==> src/rtl/exp_job_scheduler.sv <==
// Round-robin front end sharing one a^n exponent engine between two requesters.
// Optional feature macro: LCD_MIRROR_EN (forward each good result to the LCD first).
module exp_job_scheduler #(
  parameter int TIMEOUT_CYCLES = 4096,
  parameter int CW             = 13
) (
  input  logic        clk,
  input  logic        rst,
  input  logic [1:0]  req_i,
  input  logic [7:0]  a0_i,
  input  logic [7:0]  n0_i,
  input  logic [7:0]  a1_i,
  input  logic [7:0]  n1_i,
  output logic [1:0]  ack_o,
  output logic [1:0]  valid_o,
  output logic        err_o,
  output logic [15:0] result_o,
  output logic        busy_o,
  output logic        exp_go_o,
  output logic [7:0]  exp_a_o,
  output logic [7:0]  exp_n_o,
  input  logic        exp_done_i,
  input  logic [15:0] exp_result_i,
  output logic        lcd_start_o,
  output logic [15:0] lcd_value_o,
  input  logic        lcd_over_i
);

  localparam logic [2:0] S_IDLE      = 3'd0;
  localparam logic [2:0] S_ISSUE     = 3'd1;
  localparam logic [2:0] S_WAIT_DONE = 3'd2;
`ifdef LCD_MIRROR_EN
  localparam logic [2:0] S_LCD_START = 3'd3;
  localparam logic [2:0] S_LCD_WAIT  = 3'd4;
`endif
  localparam logic [2:0] S_RESP      = 3'd5;

  localparam logic [CW-1:0] TO_LIMIT = CW'(TIMEOUT_CYCLES);
  localparam logic [CW-1:0] CNT_ONE  = CW'(1);

  logic [2:0]    state_q, state_d;
  logic          owner_q, owner_d;
  logic          last_grant_q, last_grant_d;
  logic [7:0]    a_q, a_d, n_q, n_d;
  logic [15:0]   result_q, result_d;
  logic          err_q, err_d;
  logic [1:0]    ack_q, ack_d, valid_q, valid_d;
  logic          go_q, go_d;
  logic          busy_q, busy_d;
  logic [CW-1:0] cnt_q, cnt_d;
  logic          seen_low_q, seen_low_d;
  logic          grant;
`ifdef LCD_MIRROR_EN
  logic          lcd_start_q, lcd_start_d;
  logic [15:0]   lcd_value_q, lcd_value_d;
`endif

  function automatic logic [1:0] owner_mask(input logic who);
    return who ? 2'b10 : 2'b01;
  endfunction

  // On a tie, the requester that was not served last wins.
  assign grant = (req_i == 2'b11) ? ~last_grant_q : req_i[1];

  always_comb begin
    state_d      = state_q;
    owner_d      = owner_q;
    last_grant_d = last_grant_q;
    a_d          = a_q;
    n_d          = n_q;
    result_d     = result_q;
    err_d        = err_q;
    ack_d        = 2'b00;
    valid_d      = 2'b00;
    go_d         = 1'b0;
    cnt_d        = cnt_q;
    seen_low_d   = seen_low_q;
`ifdef LCD_MIRROR_EN
    lcd_start_d  = 1'b0;
    lcd_value_d  = lcd_value_q;
`endif
    case (state_q)
      S_IDLE: begin
        if (|req_i) begin
          owner_d = grant;
          a_d     = grant ? a1_i : a0_i;
          n_d     = grant ? n1_i : n0_i;
          ack_d   = owner_mask(grant);
          go_d    = 1'b1;
          state_d = S_ISSUE;
        end
      end
      S_ISSUE: begin
        cnt_d      = '0;
        seen_low_d = 1'b0;
        state_d    = S_WAIT_DONE;
      end
      S_WAIT_DONE: begin
        // A done level left over from the previous job is ignored until it drops.
        seen_low_d = seen_low_q | ~exp_done_i;
        if (exp_done_i && seen_low_q) begin
          result_d = exp_result_i;
          err_d    = 1'b0;
`ifdef LCD_MIRROR_EN
          lcd_start_d = 1'b1;
          lcd_value_d = exp_result_i;
          state_d     = S_LCD_START;
`else
          valid_d = owner_mask(owner_q);
          state_d = S_RESP;
`endif
        end else if (cnt_q == TO_LIMIT) begin
          result_d = 16'hFFFF;
          err_d    = 1'b1;
          valid_d  = owner_mask(owner_q);
          state_d  = S_RESP;
        end else begin
          cnt_d = cnt_q + CNT_ONE;
        end
      end
`ifdef LCD_MIRROR_EN
      S_LCD_START: begin
        seen_low_d = 1'b0;
        state_d    = S_LCD_WAIT;
      end
      S_LCD_WAIT: begin
        seen_low_d = seen_low_q | ~lcd_over_i;
        if (lcd_over_i && seen_low_q) begin
          valid_d = owner_mask(owner_q);
          state_d = S_RESP;
        end
      end
`endif
      S_RESP: begin
        last_grant_d = owner_q;
        state_d      = S_IDLE;
      end
      default: state_d = S_IDLE;
    endcase
    busy_d = (state_d != S_IDLE);
  end

  always_ff @(posedge clk or posedge rst) begin
    if (rst) begin
      state_q      <= S_IDLE;
      owner_q      <= 1'b0;
      last_grant_q <= 1'b1;
      a_q          <= '0;
      n_q          <= '0;
      result_q     <= '0;
      err_q        <= 1'b0;
      ack_q        <= '0;
      valid_q      <= '0;
      go_q         <= 1'b0;
      busy_q       <= 1'b0;
      cnt_q        <= '0;
      seen_low_q   <= 1'b0;
    end else begin
      state_q      <= state_d;
      owner_q      <= owner_d;
      last_grant_q <= last_grant_d;
      a_q          <= a_d;
      n_q          <= n_d;
      result_q     <= result_d;
      err_q        <= err_d;
      ack_q        <= ack_d;
      valid_q      <= valid_d;
      go_q         <= go_d;
      busy_q       <= busy_d;
      cnt_q        <= cnt_d;
      seen_low_q   <= seen_low_d;
    end
  end

`ifdef LCD_MIRROR_EN
  always_ff @(posedge clk or posedge rst) begin
    if (rst) begin
      lcd_start_q <= 1'b0;
      lcd_value_q <= '0;
    end else begin
      lcd_start_q <= lcd_start_d;
      lcd_value_q <= lcd_value_d;
    end
  end

  assign lcd_start_o = lcd_start_q;
  assign lcd_value_o = lcd_value_q;
`else
  logic lcd_over_unused;
  assign lcd_over_unused = lcd_over_i;
  assign lcd_start_o     = 1'b0;
  assign lcd_value_o     = '0;
`endif

  assign ack_o    = ack_q;
  assign valid_o  = valid_q;
  assign err_o    = err_q;
  assign result_o = result_q;
  assign busy_o   = busy_q;
  assign exp_go_o = go_q;
  assign exp_a_o  = a_q;
  assign exp_n_o  = n_q;

endmodule

==> config.mk <==
export PLATFORM = sky130hd
export DESIGN_NAME = exp_job_scheduler
export DESIGN_NICKNAME = d
export VERILOG_FILES = /design/src/rtl/exp_job_scheduler.sv
export SDC_FILE = /design/constraint.sdc
export NUM_CORES = 1
export LEC_CHECK = 0
export BUFFER_PORTS_ARGS = -buffer_cell sky130_fd_sc_hd__buf_2
export CAP_MARGIN = 20
export CORE_UTILIZATION = 37
export DETAILED_ROUTE_END_ITERATION = 12
export GPL_ROUTABILITY_DRIVEN = 0
export HOLD_SLACK_MARGIN = 0.1
export MAX_ROUTING_LAYER = met4
export REMOVE_ABC_BUFFERS = 1
export SKIP_LAST_GASP = 1
export SYNTH_ARGS = -nofsm -noshare
export SYNTH_HDL_FRONTEND = slang
export SYNTH_SLANG_ARGS = --single-unit
==> constraint.sdc <==
create_clock -name clk -period 2.7 [get_ports clk]
set_input_delay 0.54 -clock clk [delete_from_list [all_inputs] [get_ports clk]]
set_output_delay 0.54 -clock clk [all_outputs]
set_load 0.005 [all_outputs]
== Word-level counts from Yosys, hierarchy flattened ==
Index checks and enable logic that the tools add are counted.
Word-level totals
  register bits after elaboration: 58
  bits in latches: 0
  bits in writable memories: 0
  bits in read-only memories: 0
  output and inout port bits: 56
  word-level logic and storage cells: 57
  memories kept: 0
Operators by class
  add/subtract/negate cells: 1
  $mul: 0
  div/mod/pow operators: 0
  magnitude comparators: 0
  eq/ne operators: 7
  shift operators: 0
  multiplexer cells: 24
  bitwise gates (word level): 3
  reduce and logical (&&, ||, !) cells: 9
Operators by type and width (count)
  2-to-1 mux 16 bit: 2
  2-to-1 mux 13 bit: 2
  one-hot mux 13 bit (2 select lines): 1
  2-to-1 mux 8 bit: 2
  2-to-1 mux 2 bit: 7
  adder 13 x 1 -> 13 bit, second input constant: 1
  == test 13 bit, second input constant: 1
  2-to-1 mux 3 bit: 3
  one-hot mux 3 bit (3 select lines): 1
  2-to-1 mux 1 bit: 5
  != test 2 bit, second input constant: 2
  AND reduction 2 bit: 2
  nonzero test 2 bit: 2
  == test 3 x 1 -> 1 bit, second input constant: 1
  == test 3 x 2 -> 1 bit, second input constant: 1
  == test 3 bit, second input constant: 1
  zero test 3 bit: 1
  AND reduction 3 bit: 1
  nonzero test 3 bit: 1
  == test 2 bit, second input constant: 1
  NOT 1 bit: 2
  one-hot mux 1 bit (2 select lines): 1
  OR reduction 2 bit: 1
  logical AND 1 bit: 1
  OR 1 bit: 1

== Logic depth before layout (Yosys ltp) ==
Gate-level depths: netlist (run 1).
  word-level depth: 5
  gate-level depth with buffers: 7
  depth with buffers taken out: 6

== Worst setup path after synthesis (run 1) ==
OpenSTA, ideal clock, no wires.
  path kind: input to register
  from: input exp_done_i
  to: register result_q[0], in the netlist result_o[0]
  arrival time: 1519 ps
  required time: 2579 ps
  slack: 1060 ps
  stages: 5
  cell sequence: and2_1 > clkbuf_1 > nand2_1 > clkbuf_1 > o22a_1
On the way
  word-level cells in the longest chain between the ends: 3
  elaborated cells between the ends (all ways): 4
RTL lines
  start: declaration: RTL line 22  | input logic exp_done_i,
  logical AND 1 bit *: RTL line 101  | if (exp_done_i && seen_low_q) begin
  nonzero test 2 bit (no line)
  AND reduction 2 bit (no line)
  end signal: assignment: RTL line 164  | result_q <= result_d;
  end: declaration: RTL line 45  | logic [15:0] result_q, result_d;
Mark *: on every way between the ends. The rest lies on a longest branch, timed or not.
A chain may end at the register's enable or synchronous reset.

== Worst setup path in the final report (run 1) ==
  from: register cnt_q[0]
  to: register result_q[4], in the netlist result_o[4]
On the way
  word-level cells in the longest chain between the ends: 3
RTL lines
  start: declaration: RTL line 50  | logic [CW-1:0] cnt_q, cnt_d;
  start signal: assignment: RTL line 170  | cnt_q <= cnt_d;
  == test 13 bit: RTL line 112  | end else if (cnt_q == TO_LIMIT) begin
  nonzero test 2 bit (no line)
  AND reduction 2 bit (no line)
No other way between the ends.

==> results of run 1 <==
==> metal layers <==
metal  track usage, %  up-vias  part of all wire (%)
met5                -        -                     0
met4            6.818        0                   1.9
met3            5.238       12                   6.1
met2            22.94       83                    45
met1            19.78      910                    47
li1                 -      996                     -
==> cell families after synthesis <==
family | count (synthesis)
and+or+nand+nor | 72
DFF | 58
AOI/OAI and AO/OA | 45
buffers and inverters | 34
muxes | 22
xor gates and xnor gates | 4
adders and majority gates | 2
other | 1
==> cell usage after synthesis (all sizes together) <==
cell	number	area, um2
a21boi	1	7.510
a21o	1	7.510
a21oi	3	15.01
a31o	1	8.760
and2	4	25.02
and3	1	6.260
buf	22	152.6
clkbuf	6	22.52
conb	1	3.750
dfrtp	57	1426
dfstp	1	26.28
ha	2	25.02
inv	6	22.52
mux2	2	22.52
mux2i	20	200.2
nand2	27	101.4
nand2b	1	6.260
nand3	6	30.03
nand3b	1	7.510
nand4	5	46.29
nor2	13	51.30
nor2b	1	6.260
nor3	2	10.01
nor3b	1	7.510
nor4	4	40.04
nor4b	2	17.52
o211ai	1	7.510
o21a	1	7.510
o21ai	17	85.08
o22a	16	140.1
o311ai	1	8.760
o31ai	2	15.01
o41ai	1	8.760
or2	2	15.02
or3b	1	8.760
or4	1	7.510
xnor2	4	35.03
==> power by group <==
part / switching [mW] / internal (mW)
logic: 0.505 / 0.457
registers: 0.176 / 1.18
clock network: 0.348 / 0.329
==> critical path: cells and delay by family (launching register included) <==
kind	cells	cell delay, ps
AOI/OAI and AO/OA	2	410
adders and majority gates	1	140
buffers and inverters	2	290
DFF	1	430
and+or+nand+nor	2	480
==> sequential cells by signal (all words and copies together) (netlist names) <==
name,cells
result_o,16
cnt_q,13
exp_a_o,8
exp_n_o,8
state_q,3
ack_o,2
valid_o,2
busy_o,1
err_o,1
exp_go_o,1
last_grant_q,1
owner_q,1
seen_low_q,1
==> final timing paths <==
check | to | slack [ps]
min | exp_n_o[2]$_DFFE_PP0P_ | 270
max | result_o[4]$_DFFE_PP0P_ | 890
max in group asynchronous | state_q[2]$_DFF_PP0_ | 1860
min reg2reg | valid_o[0]$_DFF_PP0_ | 470
min in group clk | result_o[6]$_DFFE_PP0P_ | 430
max reg2reg | result_o[4]$_DFFE_PP0P_ | 890
==> final cells by class <==
type                            count  area (um2)  share of cell area (%)
Sequential cell                    58        1453                   43.81
Multi-Input combinational cell    162        1052                   31.74
Timing Repair Buffer               96       505.5                   15.25
Clock buffer                       11       131.4                   3.962
Tap cell                           96       120.1                   3.623
Clock inverter                      5       31.28                  0.9434
Inverter                            6       22.52                  0.6792
==> results.sh, run 1 <==
export IMPL_setup_slack_ps=890.5
export IMPL_vias=2001
export IMPL_grt_pass1_vias=1892
export IMPL_ys_warn_count=0
export IMPL_cp_end_kind="flip-flop"
export IMPL_finalSetupTns_ps=0
export IMPL_die_area_um2=7463
export IMPL_drt_iter0_drc=93
export IMPL_tightest_slew_ps=608.6
export IMPL_grt_max_degree=35
export IMPL_outcome="finished clean"
export IMPL_remaining_drc_errors=0
export IMPL_start_kind="flip-flop"
export IMPL_h_tree_depth=3
export IMPL_fin_skew_ps=10.45
export IMPL_synth_seq_cells=58
export IMPL_r2r_start="cnt_q[0]$_DFFE_PP0P_"
export IMPL_powerDensity_nw_per_um2=904.0
export IMPL_final_common_cell="buf_2"
export IMPL_fmax_mhz=552.6
export IMPL_period_needed_ps=1810
export IMPL_cts_root_buf="clkbuf_8"
export IMPL_rsz0062_at_grt="false"
export IMPL_clk_path_buf_depth=2
export IMPL_dp_hpwl_mm=3.777
export IMPL_syn_inst=238
export IMPL_fill_cells=652
export IMPL_dp_cells=418
export IMPL_worstPathRequired_ps=2980
export IMPL_rows=30
export IMPL_ant_nets=0
export IMPL_timing_worst_setup_path_type="flip-flop to flip-flop"
export IMPL_coreArea_um2=6832
export IMPL_crit_fanout=13
export IMPL_synth_simple_area_share_pct=14.67
export IMPL_die_h_um=86.39
export IMPL_seq_area_frac_synth_pct=55.13
export IMPL_io_pin_count=110
export IMPL_wire_per_inst_um=12.15
export IMPL_reg2reg_depth=7
export IMPL_synth_mux_area_share_pct=8.452
export IMPL_crit_start="cnt_q[0]$_DFFE_PP0P_"
export IMPL_synthAdderAreaFrac_pct=0.9497
export IMPL_cts_hold_buf=0
export IMPL_insertion_delay_ps=340
export IMPL_slew_viol_final=0
export IMPL_hold_violations=0
export IMPL_post_cts_buffers=0
export IMPL_die_w_um=86.39
export IMPL_areaGrowthSynthToFinish_pct=25.83
export IMPL_numCtsBuffers=9
export IMPL_fin_util_pct=48.53
export IMPL_placed_area_um2=3153
export IMPL_path_cells="inv_1 > ha_1 > nor4b_1 > nand3_1 > a21oi_1 > buf_4 > o22a_1"
export IMPL_final_cell_mix="buf_2, dfrtp_1, nand2_1"
export IMPL_drt_total_wl_mm=5.272
export IMPL_final_nets=389
export IMPL_cts_sinks=58
export IMPL_hp_class="input pin to asynchronous set/reset pin"
export IMPL_yosysUniqueCellTypes=43
export IMPL_antenna_found_initial=0
export IMPL_start_util_pct=38.57
export IMPL_antennaDiodeCount=0
export IMPL_hold_worst_slack_ps=269.5
export IMPL_finalSetupViolCount=0
export IMPL_pre_cts_slack_ps=849.1
export IMPL_fin_cells=434
export IMPL_cts_tree="done"
export IMPL_grt_usage_pct=15.66
export IMPL_cpMaxStageDelayCell="dfrtp_1"
export IMPL_max_slew_margin_rel_pct=59.37
export IMPL_clk_pin_slew_worst_paths_ps=70
export IMPL_peakVddDrop_mv=0.3569
export IMPL_overflow=0
export IMPL_period_share_pct=67.02
export IMPL_drive_gt1_share_pct=36.09
export IMPL_synth_compound_area_share_pct=11.82
export IMPL_fin_area_um2=3316
export IMPL_synthXorXnorAreaFrac_pct=1.330
export IMPL_synth_top_family_by_area="simple AND/OR/NAND/NOR gates"
export IMPL_first_pass_iters=4
export IMPL_max_stage_delay_ps=430
export IMPL_syn_area_per_cell_um2=11.07
export IMPL_maxCapViolations=0
export IMPL_p_total_mw=2.997
export IMPL_grt_pass1_wl_mm=8.583
export IMPL_leakagePower_nw=1.649
export IMPL_arrival_ps=2090
export IMPL_cts_resized=0
export IMPL_routed_via_density=4.611
export IMPL_portBuffers=91
export IMPL_synthesis_area_um2=2635
(Power assumes the default switching activity.)
==> inputs of run 2 (changes only) <==
- ABC_AREA: unset -> 1
- clock period: 2.7 -> 1.83 ns (I/O delays scaled with it)
==> results.sh, run 2 <==
export IMPL_outcome="finished clean"
export IMPL_p_sw_share_pct=36.73
export IMPL_ys_warn_count=0
export IMPL_synth_edff_count=0
export IMPL_cts_sinks=58
export IMPL_finalSetupViolCount=0
export IMPL_vias=2528
export IMPL_seqPwrFrac_pct=40.9
export IMPL_period_needed_ps=1679
export IMPL_antennaDiodeCount=0
export IMPL_cts_resized=0
export IMPL_arrival_ps=1900
export IMPL_grt_usage_pct=17.02
export IMPL_yosys_top_cells_area="dfrtp_1, nand2_1, nor2_1, o21ai_0, buf_4"
export IMPL_seq_area_frac_synth_pct=49.34
export IMPL_syn_inst=367
export IMPL_antenna_found_initial=0
export IMPL_fin_skew_ps=9.801
export IMPL_path_cells="inv_1 > ha_1 > nand2_1 > nor2_2 > nand2_2 > nand3_2 > nand2_1 > nand2_1 > nand2_1"
export IMPL_cpMaxStageDelayCell="dfrtp_1"
export IMPL_leakagePower_nw=1.903
export IMPL_synthArstFlopShare_pct=100.0
export IMPL_post_cts_buffers=0
export IMPL_io_pin_count=110
export IMPL_insertion_delay_ps=340
export IMPL_period_share_pct=91.77
export IMPL_fmax_mhz=595.5
export IMPL_areaGrowthSynthToFinish_pct=24.27
export IMPL_grt_pass1_wl_mm=10.98
export IMPL_synth_area_leader_cell="dfrtp_1"
export IMPL_cts_root_buf="clkbuf_8"
export IMPL_fin_area_um2=3659
export IMPL_combPwrFrac_pct=35.8
export IMPL_crit_fanout=13
export IMPL_remaining_drc_errors=0
export IMPL_hp_class="input pin to flip-flop"
export IMPL_overflow=0
export IMPL_cts_tree="done"
export IMPL_slew_viol_final=0
export IMPL_grt_max_degree=36
export IMPL_dp_hpwl_mm=4.381
export IMPL_synth_top_cell_area_share_pct=48.45
export IMPL_start_kind="flip-flop"
export IMPL_drt_iter0_drc=124
export IMPL_p_sw_mw=1.843
export IMPL_clk_pin_slew_worst_paths_ps=70
export IMPL_synthesis_area_um2=2944
export IMPL_yosysUniqueCellTypes=30
export IMPL_p_clk_share_pct=23.3
export IMPL_drt_total_wl_mm=6.173
export IMPL_wire_per_inst_um=10.83
export IMPL_routed_via_density=4.435
export IMPL_tightest_slew_ps=548.4
export IMPL_coreArea_um2=7727
export IMPL_ant_nets=0
export IMPL_h_tree_depth=3
export IMPL_grt_pass1_vias=2407
export IMPL_intPower_mw=3.174
export IMPL_largest_reg_flops=16
export IMPL_ys_flop_type="dfrtp_1"
export IMPL_worstPathRequired_ps=2050
export IMPL_finalSetupTns_ps=0
export IMPL_hold_violations=0
export IMPL_powerDensity_nw_per_um2=1371
export IMPL_synth_seq_cells=58
export IMPL_fill_cells=777
export IMPL_final_cell_mix="nand2_1, buf_2, nor2_1"
export IMPL_numCtsBuffers=9
export IMPL_rsz0062_at_grt="false"
export IMPL_peakVddDrop_mv=0.5786
export IMPL_yosysMostFrequentCell="nand2_1"
export IMPL_max_slew_margin_rel_pct=63.39
export IMPL_start_util_pct=38.10
export IMPL_clk_path_buf_depth=2
export IMPL_path_common_cell="nand2_1"
export IMPL_first_pass_iters=4
export IMPL_drive_gt1_share_pct=29.27
export IMPL_max_stage_delay_ps=440
export IMPL_rows=32
export IMPL_portBuffers=91
export IMPL_syn_area_per_cell_um2=8.022
export IMPL_die_h_um=91.20
export IMPL_die_w_um=91.20
export IMPL_die_area_um2=8317
export IMPL_synthTopCellsByCount="nand2_1, nor2_1, dfrtp_1"
export IMPL_maxCapViolations=0
export IMPL_timing_worst_setup_path_type="flip-flop to flip-flop"
export IMPL_cp_end_kind="flip-flop"
export IMPL_final_nets=519
export IMPL_placed_area_um2=3453
-- run 2: cell families after synthesis --
family	share of synthesized area, %
AND/OR/NAND/NOR	29.07
adder cells (fa/ha/maj)	0.8498
buffers and inverters	9.859
XOR/XNOR	0.8926
flip-flops	49.34
other	0.1274
AO/OA/AOI/OAI	9.860
-- run 2: worst max-delay path, delay by kind of cell, from the launching register on --
family        cells  cell delay (ps)
fa+ha+maj         1              150
buf+inv           1              130
flops             1              440
simple gates      7              850
-- run 2: power groups by stage --
stage,sequential [mW],clock (mW),combinational (mW)
6_report,2.05,1.17,1.80
2_1_floorplan,2.09,0,0.977
3_3_place_gp,2.07,0,1.80
3_5_place_dp,2.05,0,1.84
5_1_grt,2.12,1.27,2.07
4_1_cts,2.05,1.21,1.83
-- run 2: per-stage QoR --
stage          instances  util [%]  power [mW]  hold WS (ps)  setup slack [ps]
2_1_floorplan        352         -       3.070         415.6             37.67
3_3_place_gp         553     44.69       3.864         422.6             176.2
3_5_place_dp         553     44.69       3.890         425.8             158.3
4_1_cts              570     47.34       5.092         263.3             129.1
5_1_grt              570     47.34       5.455         271.1             3.499
6_report             570     47.34       5.016         282.4             150.7
-- run 2: cell type report --
| type | count | area (um2) | area share [%] |
|---|---|---|---|
| clock inverters | 5 | 53.80 | 1.471 |
| flip-flops and latches | 58 | 1453 | 39.71 |
| inverters | 19 | 71.32 | 1.949 |
| clock buffers | 11 | 141.4 | 3.865 |
| well taps | 102 | 127.6 | 3.488 |
| multi-input cells | 275 | 1261 | 34.47 |
| repair buffers | 100 | 550.5 | 15.05 |
-- run 2: metal layers --
layer	global-route usage [%]	share of wire [%]	up-vias
li1	-	-	1331
met1	21.47	49	1105
met2	26.64	45	86
met3	4.523	5.5	6
met4	5.556	0.78	0
met5	-	0	-
-- run 2: final timing paths --
check	from	end	slack (ps)	depth (start not counted)
max in group asynchronous	rst	busy_o$_DFF_PP0_	670	4
setup / recovery	cnt_q[0]$_DFFE_PP0P_	cnt_q[12]$_DFFE_PP0P_	150	9
hold reg to reg	owner_q$_DFFE_PP0P_	valid_o[0]$_DFF_PP0_	450	1
min in group asynchronous	rst	exp_n_o[0]$_DFFE_PP0P_	630	3
hold / removal	exp_result_i[10]	result_o[10]$_DFFE_PP0P_	280	3
setup reg to reg	cnt_q[0]$_DFFE_PP0P_	cnt_q[12]$_DFFE_PP0P_	150	9
-- run 2: what timing repair did --
action,CTS,global route
endpoints found under the hold margin,22,0
hold buffers,1,0
endpoints found under the setup margin,0,0
